[src/rtl/dsp_mac_ex_unit_if.sv]
// Handshake and write-back bundle between the pipeline control unit and the DSP MAC EX unit.
// sat_flag exists only when DSP_SAT_EN is defined.
interface dsp_mac_ex_unit_if #(
   parameter int ACC_W = 64
);
   logic             start;
   logic [2:0]       op;
   logic [31:0]      rs1_val;
   logic [31:0]      rs2_val;
   logic [4:0]       rd_in;
   logic             ex_stall;
   logic             ex_flush;
   logic             busy;
   logic             result_valid;
   logic [31:0]      result;
   logic [4:0]       result_rd;
   logic [ACC_W-1:0] acc_out;
`ifdef DSP_SAT_EN
   logic             sat_flag;
`endif

   modport master (
      output start, op, rs1_val, rs2_val, rd_in, ex_stall, ex_flush,
      input  busy, result_valid, result, result_rd, acc_out
`ifdef DSP_SAT_EN
      , input sat_flag
`endif
   );

   modport slave (
      input  start, op, rs1_val, rs2_val, rd_in, ex_stall, ex_flush,
      output busy, result_valid, result, result_rd, acc_out
`ifdef DSP_SAT_EN
      , output sat_flag
`endif
   );
endinterface

[src/rtl/dsp_mac_ex_unit.sv]
// Iterative signed MUL/MULH/MAC/MSU EX unit with private accumulator; DSP_SAT_EN enables saturating MAC/MSU and sat_flag.
// Multiply ops take 32/BITS_PER_CYCLE cycles plus one WRITE cycle; WRITE holds under ex_stall, ex_flush kills at any time.
module dsp_mac_ex_unit #(
   parameter int BITS_PER_CYCLE = 8,
   parameter int ACC_W          = 64
) (
   input  logic             clk,
   input  logic             rst,
   dsp_mac_ex_unit_if.slave ex
);
   localparam int N     = 32 / BITS_PER_CYCLE;
   localparam int CNT_W = (N > 1) ? $clog2(N) : 1;

   localparam logic [2:0] OP_MUL  = 3'b000;
   localparam logic [2:0] OP_MULH = 3'b001;
   localparam logic [2:0] OP_MAC  = 3'b010;
   localparam logic [2:0] OP_MSU  = 3'b011;
   localparam logic [2:0] OP_CLR  = 3'b100;
   localparam logic [2:0] OP_RDH  = 3'b101;

   typedef enum logic [1:0] {
      IDLE  = 2'b00,
      MUL   = 2'b01,
      WRITE = 2'b10
   } state_t;

   state_t state, state_nxt;

   logic [CNT_W-1:0] cnt;
   logic [2:0]       op_q;
   logic [4:0]       rd_q;
   logic [63:0]      mcand;
   logic [31:0]      mplier;
   logic             neg_q;
   logic [63:0]      pp;
   logic [ACC_W-1:0] acc;

   logic             accept;
   logic             last_iter;
   logic             commit;
   logic [31:0]      mag_a;
   logic [31:0]      mag_b;
   logic [63:0]      pp_sum;
   logic signed [63:0]      prod_s;
   logic signed [ACC_W-1:0] prod_x;
   logic [ACC_W-1:0] sum;
   logic [ACC_W-1:0] diff;
   logic [ACC_W-1:0] acc_new;
   logic [31:0]      res;
`ifdef DSP_SAT_EN
   logic             sat;
   localparam logic [ACC_W-1:0] SMAX = {1'b0, {(ACC_W-1){1'b1}}};
   localparam logic [ACC_W-1:0] SMIN = {1'b1, {(ACC_W-1){1'b0}}};
`endif

   assign accept    = (state == IDLE) && ex.start && !ex.ex_flush && !ex.ex_stall;
   assign last_iter = (cnt == CNT_W'(N - 1));
   assign commit    = (state == WRITE) && !ex.ex_stall && !ex.ex_flush;

   // Magnitudes feed an unsigned shift-add; the sign is re-applied on the last iteration.
   assign mag_a  = ex.rs1_val[31] ? (32'd0 - ex.rs1_val) : ex.rs1_val;
   assign mag_b  = ex.rs2_val[31] ? (32'd0 - ex.rs2_val) : ex.rs2_val;
   assign pp_sum = pp + (mcand * 64'(mplier[BITS_PER_CYCLE-1:0]));

   assign prod_s = $signed(pp);
   assign prod_x = ACC_W'(prod_s);

   always_ff @(posedge clk) begin
      if (rst) begin
         state  <= IDLE;
         cnt    <= '0;
         op_q   <= '0;
         rd_q   <= '0;
         mcand  <= '0;
         mplier <= '0;
         neg_q  <= 1'b0;
         pp     <= '0;
         acc    <= '0;
      end else begin
         state <= state_nxt;
         if (ex.ex_flush) begin
            cnt <= '0;
         end else if (accept) begin
            op_q   <= ex.op;
            rd_q   <= ex.rd_in;
            mcand  <= {32'd0, mag_a};
            mplier <= mag_b;
            neg_q  <= ex.rs1_val[31] ^ ex.rs2_val[31];
            pp     <= '0;
            cnt    <= '0;
         end else if (state == MUL) begin
            mcand  <= mcand << BITS_PER_CYCLE;
            mplier <= mplier >> BITS_PER_CYCLE;
            cnt    <= last_iter ? '0 : cnt + CNT_W'(1);
            pp     <= (last_iter && neg_q) ? (64'd0 - pp_sum) : pp_sum;
         end
         if (commit) begin
            acc <= acc_new;
         end
      end
   end

   always_comb begin
      state_nxt = state;
      if (ex.ex_flush) begin
         state_nxt = IDLE;
      end else begin
         case (state)
            IDLE:    if (accept) state_nxt = ex.op[2] ? WRITE : MUL;
            MUL:     if (last_iter) state_nxt = WRITE;
            WRITE:   if (!ex.ex_stall) state_nxt = IDLE;
            default: state_nxt = IDLE;
         endcase
      end
   end

   always_comb begin
      sum     = acc + prod_x;
      diff    = acc - prod_x;
      acc_new = acc;
`ifdef DSP_SAT_EN
      sat     = 1'b0;
`endif
      case (op_q)
         OP_MAC:  acc_new = sum;
         OP_MSU:  acc_new = diff;
         OP_CLR:  acc_new = '0;
         default: acc_new = acc;
      endcase
`ifdef DSP_SAT_EN
      // Overflow clamps toward the accumulator's sign, which is the direction it ran off in.
      if ((op_q == OP_MAC) && (acc[ACC_W-1] == prod_x[ACC_W-1]) && (sum[ACC_W-1] != acc[ACC_W-1]))
         sat = 1'b1;
      if ((op_q == OP_MSU) && (acc[ACC_W-1] != prod_x[ACC_W-1]) && (diff[ACC_W-1] != acc[ACC_W-1]))
         sat = 1'b1;
      if (sat)
         acc_new = acc[ACC_W-1] ? SMIN : SMAX;
`endif
   end

   always_comb begin
      res = '0;
      if (state == WRITE) begin
         case (op_q)
            OP_MUL:         res = pp[31:0];
            OP_MULH:        res = pp[63:32];
            OP_MAC, OP_MSU: res = acc_new[31:0];
            OP_CLR:         res = acc[31:0];
            OP_RDH:         res = acc[63:32];
            default:        res = '0;
         endcase
      end
   end

   assign ex.busy         = (state != IDLE);
   assign ex.result_valid = (state == WRITE);
   assign ex.result       = res;
   assign ex.result_rd    = rd_q;
   assign ex.acc_out      = acc;
`ifdef DSP_SAT_EN
   assign ex.sat_flag     = (state == WRITE) && sat;
`endif
endmodule

[src/flat_wrapper.sv]
// flat-port wrapper written by rule: the top's interface ports become plain ports
module dsp_mac_ex_unit_flat 
#(
   parameter int BITS_PER_CYCLE = 8,
   parameter int ACC_W          = 64
)
  (clk, rst, ex_start, ex_op, ex_rs1_val, ex_rs2_val, ex_rd_in, ex_ex_stall, ex_ex_flush, ex_busy, ex_result_valid, ex_result, ex_result_rd, ex_acc_out);
  dsp_mac_ex_unit_if #(.ACC_W(ACC_W)) ex_i ();
  input  logic clk;
  input  logic rst;
  input wire logic [$bits(ex_i.start)-1:0] ex_start;
  input wire logic [$bits(ex_i.op)-1:0] ex_op;
  input wire logic [$bits(ex_i.rs1_val)-1:0] ex_rs1_val;
  input wire logic [$bits(ex_i.rs2_val)-1:0] ex_rs2_val;
  input wire logic [$bits(ex_i.rd_in)-1:0] ex_rd_in;
  input wire logic [$bits(ex_i.ex_stall)-1:0] ex_ex_stall;
  input wire logic [$bits(ex_i.ex_flush)-1:0] ex_ex_flush;
  output wire logic [$bits(ex_i.busy)-1:0] ex_busy;
  output wire logic [$bits(ex_i.result_valid)-1:0] ex_result_valid;
  output wire logic [$bits(ex_i.result)-1:0] ex_result;
  output wire logic [$bits(ex_i.result_rd)-1:0] ex_result_rd;
  output wire logic [$bits(ex_i.acc_out)-1:0] ex_acc_out;
  assign ex_i.start = ex_start;
  assign ex_i.op = ex_op;
  assign ex_i.rs1_val = ex_rs1_val;
  assign ex_i.rs2_val = ex_rs2_val;
  assign ex_i.rd_in = ex_rd_in;
  assign ex_i.ex_stall = ex_ex_stall;
  assign ex_i.ex_flush = ex_ex_flush;
  assign ex_busy = ex_i.busy;
  assign ex_result_valid = ex_i.result_valid;
  assign ex_result = ex_i.result;
  assign ex_result_rd = ex_i.result_rd;
  assign ex_acc_out = ex_i.acc_out;
  dsp_mac_ex_unit #(.BITS_PER_CYCLE(BITS_PER_CYCLE), .ACC_W(ACC_W)) u_core (.clk(clk), .rst(rst), .ex(ex_i));
endmodule
[config.mk]
export PLATFORM = sky130hd
export DESIGN_NAME = dsp_mac_ex_unit_flat
export DESIGN_NICKNAME = d
export VERILOG_FILES = /design/src/rtl/dsp_mac_ex_unit_if.sv /design/src/rtl/dsp_mac_ex_unit.sv /design/src/flat_wrapper.sv
export SDC_FILE = /design/constraint.sdc
export NUM_CORES = 2
export LEC_CHECK = 0
export CORE_ASPECT_RATIO = 0.75
export CORE_MARGIN = 10
export CORE_UTILIZATION = 35
export DETAILED_ROUTE_END_ITERATION = 7
export PLACE_DENSITY_LB_ADDON = 0.1
export SLEW_MARGIN = 15
export SYNTH_ARGS = -nofsm -noshare
export SYNTH_HDL_FRONTEND = slang
export SYNTH_SLANG_ARGS = --single-unit
[constraint.sdc]
create_clock -name clk -period 20.1 [get_ports clk]
set_input_delay 5.025 -clock clk [delete_from_list [all_inputs] [get_ports clk]]
set_output_delay 5.025 -clock clk [all_outputs]
set_load 0.05 [all_outputs]
# == Word level (Yosys, flattened, before mapping) ==
# Cells that the tools add are included.
# word_totals
register_bits,237
in_bits,77
out_inout_bits,103
# classes
n_addsub,7
n_mul,1
n_eq_ne,11
muxes,18
n_bitwise,2
n_reduce_logical,20
# ops
op,n
$mux 64,5
$pmux 64 s3,1
$mux 32,5
$pmux 32 s5,1
$add 64x64->64,2
$mul 64x8->64,1
$sub 1x32->32 const A,2
$sub 1x64->64 const A,1
$sub 64x64->64,1
$mux 2,5
$eq 3x2->1 const B,2
$eq 3x3->1 const B,2
$logic_and 1x1->1,6
$pmux 2 s3,1
$reduce_and 2->1,3
$eq 2x2->1 const B,2
$ne 2x1->1 const B,2
$reduce_bool 2->1,2
$reduce_or 2->1,2
$eq 3x1->1 const B,1
$logic_not 3->1,1
$reduce_and 3->1,1
$reduce_bool 3->1,1
$reduce_or 3->1,1
7 further kinds,8

# == Logic depth before layout (Yosys ltp) ==
# logic_depth
depth_word,6
depth_mapped,26

# == Worst setup path before layout ==
# No wires, ideal clock.
# synth_timing
path_type,register -> output
startpoint,register u_core.pp[4]
endpoint,output port ex_result[27]
arrival_ps,4929
setup_slack_ps,10146
path_stages_with_launch,19
n_path_buf,1
path_cell_list,dfxtp_1 > or4_1 > or3_1 > nand4b_1 > or3_1 > nand2_1 > xnor2_1 > ha_1 > clkbuf_1 > nand4_1 > nor2_1 > nand2_1 > or3_1 > o211a_1 > o31ai_1 > a21boi_0 > xnor2_1 > nand2_1 > a31oi_1
# synth_between
elab_chain_cells,4
# synth_lines
element,line,source
from (decl),dsp_mac_ex_unit.sv:35,logic [63:0] pp;
from (signal assigned),dsp_mac_ex_unit.sv:95,pp <= (last_iter && neg_q) ? (64'd0 - pp_sum) : pp_sum;
$sub 64x64->64 or $add 64x64->64 (tied branches),"dsp_mac_ex_unit.sv:119, dsp_mac_ex_unit.sv:118",
$pmux 64 s3 (*),dsp_mac_ex_unit.sv:124,case (op_q)
$pmux 32 s5 (*),dsp_mac_ex_unit.sv:144,case (op_q)
$mux 32 (*),dsp_mac_ex_unit.sv:143,if (state == WRITE) begin
to (decl),flat_wrapper.sv:20,output wire logic [$bits(ex_i.result)-1:0] ex_result;
# Mark *: on every way between the ends. The rest lies on a longest branch, timed or not.

# == Worst setup path after layout ==
# layout_timing
startpoint,register u_core.pp[4]
endpoint,output port ex_result[24]
# The elaborated chain is that of the path after synthesis.

==> flow_results.org <==
** Floorplan
- The region available for standard cell placement spans 0.0977 sq mm.
- From bottom edge to top edge, the die measures 292 um.
- Once the floorplan was initialized, standard cells occupied 35.4% of the core.
- IO Pins :: 180
- Die X-Extent :: 383 um
- Area of the die :: 0.112 sq mm
- Number of core rows :: 99

** Logic synthesis
- For this run, the leading register cell type out of synthesis is sky130_fd_sc_hd__dfxtp_1.
- Net Count, Synth :: 5,099
- Synth Cell Area :: 0.0346 sq mm
- Each instance of the synthesized netlist takes up on average 7.75 sq um.
- Number of different library cells in the post-synthesis netlist :: 90
- Synth area leaders :: sky130_fd_sc_hd__fa_1 24%, sky130_fd_sc_hd__dfxtp_1 14%, sky130_fd_sc_hd__and2_1 6.3%, sky130_fd_sc_hd__nand2_1 5.7%, sky130_fd_sc_hd__inv_1 5.6%
- Library cell with the highest instance count after synthesis :: sky130_fd_sc_hd__nand2_1
- The synthesized design contains 0 enable-type register cells.
- Portion of the post-synthesis area used by sequential elements :: 13.7%
- Ranking of synthesized cells by instance count :: 529 x sky130_fd_sc_hd__nand2_1, 519 x sky130_fd_sc_hd__inv_1, 411 x sky130_fd_sc_hd__fa_1, 349 x sky130_fd_sc_hd__and2_1, 295 x sky130_fd_sc_hd__nor2_1
- Synth area leader :: sky130_fd_sc_hd__fa_1
- Yosys printed 0 warnings.
- Number of synthesized register bits :: 237
- In the synthesized netlist, the number of instances is 4,470.
- Top-area cell type share of the netlist area :: 23.8%
- Share of synthesized flip-flops with an asynchronous set or reset :: 0%

** Final layout
- Share of post-route cells with drive strength above 1 :: 3.03%
- Final Non-Filler Cells :: 5,744
- After routing the design area is 0.0383 sq mm.
- Fill cells in the final layout number 10.3k.
- After the last flow step, the layout net total stands at 5,037.
- Area Overhead vs Synth :: 10.5%
- At the end of the flow the core is filled with cells to 39.2%.

** Worst hold path
- Hold depth :: 2
- In this run the most critical hold path is launched from u_core.ex.result_rd[1]$_SDFFE_PP0P_.
- Worst Hold Class :: reg2reg
- Hold worst-path end :: u_core.ex.result_rd[1]$_SDFFE_PP0P_

** CTS
- The tree built by TritonCTS fans out to 237 sinks.
- CTS root buffer :: sky130_fd_sc_hd__clkbuf_16
- The clock passes through at most 3 buffers.
- CTS built an H-tree with a depth of 1.
- Post-CTS Hold Fix Bufs :: 0
- Total clock buffers created by CTS :: 30
- Post-CTS setup repair buffer count :: 0
- Clock Pin Slew Worst Setup and Hold Paths :: 0.06 ns
- Number of cells upsized or downsized after cts :: 0
- TritonCTS built the clock tree.
- Source-to-sink clock delay at the later pin of the worst-skew pair :: 0.65 ns

** Setup path
- Startpoint Class :: register
- Register-to-Register Setup Slack :: 11.25 ns
- Reg2Reg Capture Point :: u_core.pp[63]$_SDFFE_PP0P_
- STA classifies the critical path endpoint as a primary output.
- Crit Path Class :: reg2out
- The startpoint identified for the worst register-to-register timing path is u_core.mplier[0]$_SDFFE_PP0P_.
- Data on the critical path arrives at its endpoint at 6.79 ns.
- Worst Path Max Fanout :: 7
- Number of cells on the worst reg-to-reg path :: 22
- At the worst endpoint, the required time is 15.07 ns.

** Placed design
- Input/output buffers :: 179
- Number of instances in the placed design :: 5,689
- Placed wire-length estimate after detailed placement :: 103 mm
- Post-DP Area :: 0.0372 sq mm
- The congestion estimate from routability-driven global placement came to 0.920.

** Detailed routing
- DRC violation count after routing :: 0
- Across all layers, the routed design uses 31.1k vias.
- Initial DRC Count :: 2,599
- The detail route stage leaves a number of antenna-violating nets equal to 0.
- First-pass detailed-route iteration total :: 8
- The routed design has 130 mm of wire.
- After detailed routing, the average wire length per cell comes to 22.7 um.
- Post-detailed-route via-to-cell ratio :: 5.42

** Timing
- In the finished design, the share of the clock period the worst path needs comes to 58.8%.
- For the pin with the worst max-slew slack, the measured transition is 1.10 ns.
- Peak Freq :: 0.0846 GHz
- Setup violations remaining at the end of the flow were counted as 0.
- Hold is met by 0.452 ns.
- Setup TNS after final layout :: 0 ns
- The worst pin sits at a relative slew slack of 26.5%.
- The final max-slew violation count came to 0.
- The total count of hold-check failures in the final report was 0.
- For the finished layout, the period the worst path requires is 11.81 ns.
- For the final database, setup skew stands at 0.0355 ns.
- Setup repair after global routing left no endpoint under its margin.

** Global route
- Entering global routing, the biggest net connects 116 pins.
- Antenna violations before repair :: 2
- Vias in the first global route :: 30.6k
- Global-route wire length before repair :: 199 mm
- Global routing used 22.6% of the available tracks across all layers.
- Summed over all layers, the global routing overflow is 0.

** Job
- The tool flagged a number of max-cap violations equal to 0.

** Status
- The run finished with clean final reports.

** Pwr
- Static leakage :: 16.5 nW
- Across the VDD grid, the largest voltage drop is 0.0000431 V.
- Ratio of total power to cell area :: 37.1 mW/mm^2
-- power by group --
group	switching (mW)	internal, mW
registers	0.0129	0.476
clock network	0.256	0.348
logic	0.207	0.120
total	0.477	0.944
-- how the worst max path moves through the flow --
| stage | start | endpoint | slack, ns | cells after the start |
|---|---|---|---|---|
| floorplan | u_core.pp[4]$_SDFFE_PP0P_ | ex_result[27] | 10.15 | 18 |
| global placement | u_core.pp[4]$_SDFFE_PP0P_ | ex_result[24] | 9.03 | 19 |
| detailed placement | u_core.pp[4]$_SDFFE_PP0P_ | ex_result[24] | 9.06 | 19 |
| CTS | u_core.pp[4]$_SDFFE_PP0P_ | ex_result[24] | 8.33 | 19 |
| global route | u_core.pp[4]$_SDFFE_PP0P_ | ex_result[24] | 7.87 | 19 |
| finish | u_core.pp[4]$_SDFFE_PP0P_ | ex_result[24] | 8.29 | 19 |
-- layer usage --
metal  share of wire, %  wire (um)  GRT usage, %  up-vias
met5              0.010         13             0        -
met4                1.8       2370          3.80        2
met3                7.8      10100          4.81       93
met2                 38      49900          30.6      991
met1                 52      67800          36.1    15300
li1                   -          -             -    14800
-- cells by family (layout without fill, tap and decap cells) --
kind of cell,after synthesis,count (layout),synth area share [%]
buf+inv,825,784,9.02
fa+ha+maj,552,552,28.8
mux,11,11,0.325
xor+xnor,282,282,7.13
flops,237,237,13.7
compound gates,994,994,18.6
other cells,0,2,0
simple gates,1569,1569,22.4
-- metrics by stage --
| stage | total power [mW] | setup slack (ns) |
|---|---|---|
| final | 1.42 | 8.29 |
| after global routing | 1.48 | 7.87 |
| after CTS | 1.43 | 8.33 |
| after detailed placement | 0.823 | 9.06 |
| after global placement | 0.827 | 9.03 |
| after floorplan | 0.718 | 10.15 |
-- flip-flops by register name, indices dropped and copies added, names as in the netlist --
register,count
u_core.ex.result_rd,5
u_core.op_q,3
u_core.mcand,64
u_core.cnt,2
u_core.mplier,32
u_core.pp,64
u_core.ex.acc_out,64
u_core.state,2
u_core.neg_q,1
-- worst max-delay path, stage by stage (launching register included) --
cell                              delay, ns
sky130_fd_sc_hd__dfxtp_1               0.37
sky130_fd_sc_hd__or4_1                 0.57
sky130_fd_sc_hd__or3_1                 0.41
sky130_fd_sc_hd__nand4b_1              0.32
sky130_fd_sc_hd__or3_1                 0.51
sky130_fd_sc_hd__o31ai_1               0.28
sky130_fd_sc_hd__xnor2_1               0.18
sky130_fd_sc_hd__ha_1                  0.45
sky130_fd_sc_hd__nand2_1               0.12
sky130_fd_sc_hd__nor2_1                0.21
sky130_fd_sc_hd__nand3_1               0.10
sky130_fd_sc_hd__o21ai_0               0.49
sky130_fd_sc_hd__a21oi_1               0.14
sky130_fd_sc_hd__nor2_1                0.11
sky130_fd_sc_hd__nor2_1                0.07
sky130_fd_sc_hd__o21ai_0               0.23
sky130_fd_sc_hd__xor2_1                0.22
sky130_fd_sc_hd__nand2_1               0.07
sky130_fd_sc_hd__a31oi_1               0.36
sky130_fd_sc_hd__clkdlybuf4s50_1       0.91
-- cells in the final DEF, fill, tap and decap left out, types with 178 or more instances in the layout --
cell type                           n
sky130_fd_sc_hd__xnor2_1          208
sky130_fd_sc_hd__clkdlybuf4s50_1  178
sky130_fd_sc_hd__o21ai_0          184
sky130_fd_sc_hd__nor2_1           291
sky130_fd_sc_hd__and2_1           349
sky130_fd_sc_hd__a21oi_1          281
sky130_fd_sc_hd__inv_1            519
sky130_fd_sc_hd__fa_1             411
sky130_fd_sc_hd__dfxtp_1          232
sky130_fd_sc_hd__nand2_1          529
-- layout make-up --
class                           instances  area [sq um]  share of cell area, %
Sequential cell                       237          4750                   12.4
Tap cell                             1313          1640                   4.29
Multi-Input combinational cell       3408         26800                   70.1
Clock inverter                         18           272                  0.709
Clock buffer                           35           790                   2.06
Inverter                              519          1950                   5.09
Timing Repair Buffer                  212          2050                   5.36
Antenna cell                            2          5.00                 0.0131
No activity file was read; power rests on OpenSTA's default activity.
